<file path="config.mk">
export PLATFORM = sky130hd
export DESIGN_NAME = stopwatch_core
export DESIGN_NICKNAME = d
export VERILOG_FILES = /design/src/rtl/stopwatch_core_pkg.sv /design/src/rtl/button_debounce.sv /design/src/rtl/stopwatch_core.sv
export SDC_FILE = /design/constraint.sdc
export NUM_CORES = 1
export LEC_CHECK = 0
export BUFFER_PORTS_ARGS = -buffer_cell sky130_fd_sc_hd__buf_2
export CAP_MARGIN = 30
export CELL_PAD_IN_SITES_DETAIL_PLACEMENT = 2
export CELL_PAD_IN_SITES_GLOBAL_PLACEMENT = 2
export CORE_ASPECT_RATIO = 1.2
export CORE_MARGIN = 2
export CORE_UTILIZATION = 40
export DETAILED_ROUTE_END_ITERATION = 16
export GPL_TIMING_DRIVEN = 0
export PLACE_DENSITY = 0.77
export SETUP_SLACK_MARGIN = 0.2
export SLEW_MARGIN = 20
export SYNTH_ARGS = -nofsm -noshare
export SYNTH_HDL_FRONTEND = slang
export SYNTH_HIERARCHICAL = 1
export SYNTH_SLANG_ARGS = --single-unit
</file>
<file path="constraint.sdc">
create_clock -name clk -period 2.9 [get_ports clk]
set_input_delay 0.435 -clock clk [delete_from_list [all_inputs] [get_ports clk]]
set_output_delay 0.435 -clock clk [all_outputs]
set_load 0.02 [all_outputs]
</file>
<file path="src/rtl/stopwatch_core_pkg.sv">
// stopwatch_core_pkg: FSM states, digit limits, default debounce length and BCD increment
package stopwatch_core_pkg;
  typedef enum logic [1:0] {IDLE = 2'd0, RUN = 2'd1, LAP = 2'd2, STOP = 2'd3} state_t;
  localparam logic [3:0] CES_MAX = 4'd9;
  localparam logic [2:0] SEC_TENS_MAX = 3'd5;
  localparam int DEBOUNCE_DEFAULT = 10000;
  typedef struct packed {
    logic [2:0] min_t;
    logic [3:0] min_u;
    logic [2:0] sec_t;
    logic [3:0] sec_u;
    logic [3:0] ces_t;
    logic [3:0] ces_u;
  } digits_t;
  // MM:SS.CC + 1 with ripple carry; 59:59.99 wraps to 00:00.00
  function automatic digits_t bcd_inc(input digits_t c);
    digits_t t;
    t = c;
    if (c.ces_u != CES_MAX) t.ces_u = c.ces_u + 4'd1;
    else begin
      t.ces_u = '0;
      if (c.ces_t != CES_MAX) t.ces_t = c.ces_t + 4'd1;
      else begin
        t.ces_t = '0;
        if (c.sec_u != CES_MAX) t.sec_u = c.sec_u + 4'd1;
        else begin
          t.sec_u = '0;
          if (c.sec_t != SEC_TENS_MAX) t.sec_t = c.sec_t + 3'd1;
          else begin
            t.sec_t = '0;
            if (c.min_u != CES_MAX) t.min_u = c.min_u + 4'd1;
            else begin
              t.min_u = '0;
              t.min_t = (c.min_t != SEC_TENS_MAX) ? c.min_t + 3'd1 : 3'd0;
            end
          end
        end
      end
    end
    return t;
  endfunction
endpackage

</file>
<file path="src/rtl/button_debounce.sv">
// button_debounce: 2-FF synchroniser plus stability counter, one press pulse per held press
//   clk, res (async active-low), btn (raw button), press (1-cycle pulse)
module button_debounce #(
  parameter int DEBOUNCE_CYCLES = 4
) (
  input  logic clk,
  input  logic res,
  input  logic btn,
  output logic press
);
  localparam int CW = $clog2(DEBOUNCE_CYCLES + 1);
  logic s1, s2, fired;
  logic [CW-1:0] cnt;
  logic done;
  assign done = cnt == CW'(DEBOUNCE_CYCLES - 1);
  // fired blocks further pulses until the synced level drops
  always_ff @(posedge clk or negedge res)
    if (!res) begin
      s1 <= 1'b0;
      s2 <= 1'b0;
      cnt <= '0;
      fired <= 1'b0;
      press <= 1'b0;
    end else begin
      s1 <= btn;
      s2 <= s1;
      press <= s2 && !fired && done;
      if (!s2) begin
        cnt <= '0;
        fired <= 1'b0;
      end else if (!fired) begin
        if (done) fired <= 1'b1;
        else cnt <= cnt + CW'(1);
      end
    end
endmodule

</file>
<file path="src/rtl/stopwatch_core.sv">
// stopwatch_core: 100 Hz tick counter into BCD MM:SS.CC with start/stop and lap/reset buttons
//   clk (1 MHz), res (async active-low), ena (freeze when low), clk_div (100 Hz, async),
//   btn_ss / btn_lr (raw buttons), min/sec/ces digit outputs (registered), running (RUN or LAP)
module stopwatch_core
  import stopwatch_core_pkg::*;
#(
  parameter int DEBOUNCE_CYCLES = DEBOUNCE_DEFAULT
) (
  input  logic       clk,
  input  logic       res,
  input  logic       ena,
  input  logic       clk_div,
  input  logic       btn_ss,
  input  logic       btn_lr,
  output logic [2:0] min_X0,
  output logic [3:0] min_0X,
  output logic [2:0] sec_X0,
  output logic [3:0] sec_0X,
  output logic [3:0] ces_X0,
  output logic [3:0] ces_0X,
  output logic       running
);
  logic cd1, cd2, cd_d, tick, ss_p, lr_p, ss, lr, live;
  state_t state;
  digits_t cnt, disp;
  button_debounce #(.DEBOUNCE_CYCLES(DEBOUNCE_CYCLES)) u_ss (.clk(clk), .res(res), .btn(btn_ss), .press(ss_p));
  button_debounce #(.DEBOUNCE_CYCLES(DEBOUNCE_CYCLES)) u_lr (.clk(clk), .res(res), .btn(btn_lr), .press(lr_p));
  always_ff @(posedge clk or negedge res)
    if (!res) {cd1, cd2, cd_d} <= 3'b000;
    else {cd1, cd2, cd_d} <= {clk_div, cd1, cd2};
  assign tick = cd2 & ~cd_d;
  // ss wins over a coincident lr
  assign ss = ena & ss_p;
  assign lr = ena & lr_p & ~ss_p;
  assign live = state == RUN || state == LAP;
  always_ff @(posedge clk or negedge res)
    if (!res) begin
      state <= IDLE;
      cnt <= '0;
      disp <= '0;
      running <= 1'b0;
    end else if (ena) begin
      running <= live;
      disp <= state == LAP ? disp : cnt;
      cnt <= (state == STOP && lr) ? '0 : (tick && live) ? bcd_inc(cnt) : cnt;
      state <= ss ? (live ? STOP : RUN) : lr ? (state == RUN ? LAP : state == LAP ? RUN : IDLE) : state;
    end
  assign {min_X0, min_0X, sec_X0, sec_0X, ces_X0, ces_0X} = disp;
endmodule

</file>
==> summary.txt, run 1 <==
CP Data Required Time: 3160 ps
Via/cell ratio: 5.81
Initial antenna violation count: 0
Top-area cell type share of the netlist area: 51.3%
Period utilization: 86.0%
Final hold slack: 96.4 ps
Die area: 11300 µm²
Final TNS setup: 0 ps
Post-CTS setup buffer count: 0
Largest cells by area after synthesis: dfrtp_1 51%, ha_1 4.5%, mux2_2 4.3%
First-pass GRT wire length: 19.2 mm
Fmax: 0.401 GHz
Clk_lat worst skew: 340 ps
Routed len/inst: 20.6 µm
Area growth, synth to finish: 15.8%
Sequential share of the synthesized area: 51.3%
Status: finished, final reports clean
PwrDens: 549 nW/µm²
CP arrival: 2760 ps
CP Max Fanout: 9
Met1 usage: 24.5%
Main synth FF type: dfrtp_1
Nets: 441
IR drop worst, VDD: 0.269 mV
Worst-margin pin slew: 767 ps
CTS Hold Bufs: 0
CTS tree: built
Clk sinks: 86
Yosys reg bits: 86
Antenna-violating nets left: 0
Htree depth: 3
Largest net degree at the start of global routing: 45
Static leakage: 0.00225 µW
Input/output buffers: 27
Core area: 10100 µm²
Max-Cap Viols: 0
Crit. End Element: flip-flop
Area leader, netlist: dfrtp_1
Die Wd: 97.5 µm
Worst-path clk slew: 70 ps
# fillers: 1051
Pins Over Slew Limit: 0
Slew headroom: 48.9%
# setup viols final: 0
ANT cells: 0
Num CTS Buffers: 9
Syn avg cell area: 11.0 µm²
Worst Hold Class: input port to async pin
I/O Pins: 29
Cell Rows: 40
Min Tclk post-route: 2490 ps
Number of synthesized flops with an enable pin: 0
GR Util met2: 42.1%
Starting Density: 41.5%
Via Count: 3193
FF-to-FF setup slack: 410 ps
Synth Instances: 381
# DRC: 0
Hpwl dp: 7.56 mm
Share of cells above drive strength 1: 17.5%
RSZ-0062 raised after global routing: no
Synth Warn #: 6
First-pass iteration count of the detailed router: 4
Vias in the first global route: 3626
Synth Cell Area: 4190 µm²
WS Path Type: flip-flop to flip-flop
Startpoint Class: flip-flop
Yosys cell types: 48
Top Usage Layer GRT: met2
GRT overflow: 0
Worst Skew: 6.89 ps
Tot GR Track Use: 21.5%
M3 GR Usage: 2.75%
CTS max path bufs: 2
Syn_nets: 402
First DRT Iteration DRCs: 92
Total Wirelength: 11.3 mm
FFs w/ async S/R, synth: 100%
Routability cong.: 0.736
Final Hold Vio Count: 0
Clk root buf: clkbuf_16
Die height: 116 µm
[placed cells by master, fill, tap and decap left out, types with 6 or more instances in the layout]
cell / synthesis / final
dfrtp_1: 86 / 86
nand2_1: 33 / 33
buf_2: 1 / 27
o21ai_0: 20 / 20
a21oi_1: 17 / 17
mux2_2: 16 / 16
ha_1: 15 / 15
nand3_1: 14 / 14
inv_1: 12 / 12
and2_1: 11 / 11
nor2_1: 11 / 11
nand4_1: 11 / 11
or3_1: 10 / 10
xnor2_1: 10 / 10
o31ai_1: 9 / 9
clkbuf_16: 0 / 9
clkbuf_1: 9 / 8
a21boi_0: 8 / 8
nand2b_1: 7 / 7
nand4b_1: 7 / 7
or4_1: 7 / 7
mux2i_1: 6 / 6
nand3b_1: 6 / 6
a21o_1: 6 / 6
[state kept, by name (all words and copies together) (netlist names), 2 cells and up]
| name | count |
|---|---|
| cnt | 22 |
| min_0X | 4 |
| sec_X0 | 3 |
| state | 2 |
| u_lr/cnt | 14 |
| u_ss/cnt | 14 |
| sec_0X | 4 |
| min_X0 | 3 |
| ces_0X | 4 |
| ces_X0 | 4 |
[cell type report]
| class | count | area (µm²) | share of cell area [%] |
|---|---|---|---|
| clock inverter | 6 | 111 | 2.29 |
| buffer | 13 | 62.6 | 1.29 |
| inverter | 12 | 45.0 | 0.928 |
| sequential | 86 | 2150 | 44.3 |
| clock buffer | 9 | 225 | 4.64 |
| tap | 126 | 158 | 3.25 |
| timing repair buffer | 28 | 165 | 3.40 |
| multi-input combinational | 270 | 1940 | 39.9 |
[cells by family after synthesis]
kind of cell               after synthesis  synth area share (%)
buffers and inverters                   25                  2.54
adders and majority gates               15                  4.47
muxes                                   22                  5.73
AOI/OAI and AO/OA                       73                  11.1
and+or+nand+nor                        150                  22.8
xor gates and xnor gates                10                  2.09
DFF                                     86                  51.3
[cells in the mapped netlist, types with 4 or more instances]
cell / n
inv_1: 12
a21boi_0: 8
o31ai_1: 9
nand3_1: 14
o21ai_0: 20
and2_1: 11
o211ai_1: 4
mux2_2: 16
dfrtp_1: 86
a21o_1: 6
nand2_1: 33
or3_1: 10
or4_1: 7
nor2_1: 11
nand4_1: 11
and4b_1: 4
clkbuf_1: 9
nand4b_1: 7
a21oi_1: 17
nand2b_1: 7
xnor2_1: 10
nor3_1: 5
mux2i_1: 6
nor2b_1: 4
ha_1: 15
nand3b_1: 6
[per-stage QoR]
step | worst slack [ps] | power [µW] | instance area, µm² | utilization, % | std cells
floorplan | 656 | 1300 | 4190 | - | 381
global placement | 405 | 1350 | 4490 | 44.4 | 534
detailed placement | 342 | 1360 | 4520 | 44.7 | 535
CTS | 303 | 2690 | 4850 | 48.0 | 550
global route | 193 | 2750 | 4850 | 48.0 | 550
finish | 406 | 2660 | 4850 | 48.0 | 550
[worst max-delay path, stage by stage (launching register included)]
cell,delay (ps)
dfrtp_1,420
inv_1,70
ha_1,370
nand4bb_4,250
buf_6,150
or3_1,290
buf_2,180
or4_1,530
a21oi_1,160
[routing by layer]
layer	vias up	wire length, µm
li1	1479	-
met1	1671	4480
met2	33	6510
met3	10	199
met4	0	125
met5	-	0
[worst paths after layout]
kind	from	cells after the start	to
min in group clk	btn_lr	1	u_lr/s1$_DFF_PN0_
max reg2reg	state[0]$_DFFE_PN0P_	8	cnt[19]$_DFFE_PN0P_
min	res	1	ces_X0[1]$_DFFE_PN0P_
max in group asynchronous	res	2	cnt[1]$_DFFE_PN0P_
max	state[0]$_DFFE_PN0P_	8	cnt[19]$_DFFE_PN0P_
min reg2reg	u_ss/s1$_DFF_PN0_	0	u_ss/s2$_DFF_PN0_
[what timing repair did]
item                                   CTS  global route
setup endpoints to repair                0             3
endpoints found under the hold margin    0             0
resized for setup                        0             2
[where the power goes]
part	internal, µW	total (µW)	switching (µW)
logic	35.5	104	68.1
clock network	837	1330	492
registers	1220	1230	15.0
total	2090	2660	575
Note: power is estimated with default switching activity, not from simulation.
==> run 2: changes to the inputs <==
--- a/config.mk
+++ b/config.mk
@@ -14,7 +14,8 @@
 export CORE_UTILIZATION = 40
 export DETAILED_ROUTE_END_ITERATION = 16
 export GPL_TIMING_DRIVEN = 0
-export PLACE_DENSITY = 0.77
+export PLACE_DENSITY = 0.85
+export RECOVER_POWER = 100
 export SETUP_SLACK_MARGIN = 0.2
 export SLEW_MARGIN = 20
 export SYNTH_ARGS = -nofsm -noshare
==> summary.txt, run 2 (synthesis gave the netlist of run 1 again) <==
Largest registers: cnt x22, u_lr/cnt x14, u_ss/cnt x14
Hpwl dp: 7.73 mm (+2.2%)
Max layer used: met4
Slew headroom: -60.0% (-110 points)
Status: finished, violations left
ANT cells: 0 (unchanged)
Via Count: 3201 (+0.25%)
Placed instance count: 535 (unchanged)
Clk root buf: clkbuf_16
Final TNS setup: 0 ps (unchanged)
CP Data Required Time: 3100 ps (-60 ps)
Initial antenna violation count: 0 (unchanged)
Startpoint Class: flip-flop
Clk_lat worst skew: 340 ps (about the same)
Input/output buffers: 27 (unchanged)
Tot GR Track Use: 21.8% (+0.31 points)
Post-CTS setup buffer count: 0 (unchanged)
Worst-margin pin slew: 2400 ps (+1630 ps)
Final hold slack: 199 ps (+103 ps)
Static leakage: 0.00211 µW (-6.1%)
Routed len/inst: 20.8 µm (+1.0%)
Crit. End Element: flip-flop
Pins Over Slew Limit: 42 (+42)
Critical-path cell list: inv_1 -> ha_1 -> nand4bb_2 -> buf_6 -> or3_1 -> buf_2 -> clkbuf_1 -> o31ai_1 -> a21oi_1
GRT overflow: 0 (unchanged)
Min-delay src: clk_div
Worst-path clk slew: 60 ps (about the same)
First DRT Iteration DRCs: 91 (-1.1%)
First-pass GRT wire length: 19.4 mm (+0.79%)
Tot Pwr: 2590 µW (-2.9%)
Final Hold Vio Count: 0 (unchanged)
Starting Density: 41.5% (unchanged)
Total Wirelength: 11.4 mm (+1.2%)
Worst Skew: 5.59 ps (-1.30 ps)
Vias in the first global route: 3625 (-0.028%)
WS Path Type: flip-flop to flip-flop
Cell Rows: 40 (unchanged)
Largest register FFs: 22 (unchanged)
Post-Layout Cell Count: 551 (+0.18%)
First-pass iteration count of the detailed router: 4 (unchanged)
Nets: 441 (unchanged)
Worst Hold Class: input port to flip-flop
Detail Route met2 WL: 6.39 mm (-1.8%)
# setup viols final: 0 (unchanged)
Fmax: 0.379 GHz (-5.6%)
Num CTS Buffers: 9 (unchanged)
R2r startpoint: state[0]$_DFFE_PN0P_
Die Wd: 97.5 µm (unchanged)
Die height: 116 µm (unchanged)
Violations in the final reports: capacitance limit, slew limit
Clk sinks: 86 (unchanged)
Area growth, synth to finish: 13.9%
Htree depth: 3 (unchanged)
Share of cells above drive strength 1: 11.5% (-5.9 points)
Antenna-violating nets left: 0 (unchanged)
Max incr delay on CP: 440 ps (-90 ps)
Crit. Startpoint: state[0]$_DFFE_PN0P_
Slowest cell on the critical path: dfrtp_1
RSZ-0062 raised after global routing: no
Post-Route M1 WL: 4.62 mm (+3.0%)
PwrDens: 541 nW/µm² (-1.4%)
Via/cell ratio: 5.81 (about the same)
CP arrival: 2840 ps (+80 ps)
IR drop worst, VDD: 0.244 mV (-9.5%)
Most common cell after layout, fill and taps aside: dfrtp_1
Core area: 10100 µm² (unchanged)
CTS max path bufs: 2 (unchanged)
Met3 Wirelength: 262 µm (+32%)
Largest net degree at the start of global routing: 46 (+2.2%)
I/O Pins: 29 (unchanged)
Max-Cap Viols: 1 (+1)
CP Max Fanout: 10 (+1)
CTS tree: built
Period utilization: 91.1% (+5.1 points)
Min Tclk post-route: 2640 ps (+148 ps)
Routability cong.: 0.778 (+5.8%)
CTS Hold Bufs: 0 (unchanged)
Most frequent cells in the layout: 86 x dfrtp_1, 35 x clkbuf_1, 33 x nand2_1
Die area: 11300 µm² (unchanged)
# resized after CTS: 0 (unchanged)
Biggest register: cnt
# DRC: 0 (unchanged)
-- run 2: through the flow --
stage | worst slack, ps | util (%) | cell area (µm²)
floorplan | 656 | - | 4190
global placement | 434 | 44.4 | 4490
detailed placement | 343 | 44.7 | 4520
CTS | 287 | 47.9 | 4840
global route | 129 | 47.3 | 4780
finish | 258 | 47.3 | 4780
-- run 2: layer usage --
layer	up-vias	GRT usage (%)
li1	1472	-
met1	1668	24.6
met2	46	42.3
met3	15	2.63
met4	0	8.24
met5	-	0
-- run 2: report_power, final --
part	switching [µW]	internal, µW	total (µW)
clock	492	763	1260
sequential	15.2	1220	1230
combinational	66.2	33.5	99.8
total	573	2010	2590
-- run 2: worst max-delay path, delay by kind of cell, from the launching register on --
kind | cells | cell delay, ps
buffers and inverters | 4 | 660
AND/OR/NAND/NOR | 2 | 590
flip-flops | 1 | 440
AO/OA/AOI/OAI | 2 | 430
adder cells (fa/ha/maj) | 1 | 380
-- run 2: final timing paths --
kind	slack, ps	cells after the start	to
setup / recovery	260	9	cnt[18]$_DFFE_PN0P_
hold / removal	200	1	cd1$_DFF_PN0_
setup reg to reg	260	9	cnt[18]$_DFFE_PN0P_
hold reg to reg	350	0	u_ss/s2$_DFF_PN0_
max in group asynchronous	710	1	u_ss/cnt[1]$_DFFE_PN0P_
min in group asynchronous	820	1	cnt[4]$_DFFE_PN0P_
-- run 2: final cells by class --
class,count,area (µm²)
fill,1058,5330
sequential,86,2150
multi-input combinational,270,1910
clock buffer,14,284
tap,126,158
timing repair buffer,28,133
buffer,13,61.3
inverter,12,45.0
clock inverter,2,37.5
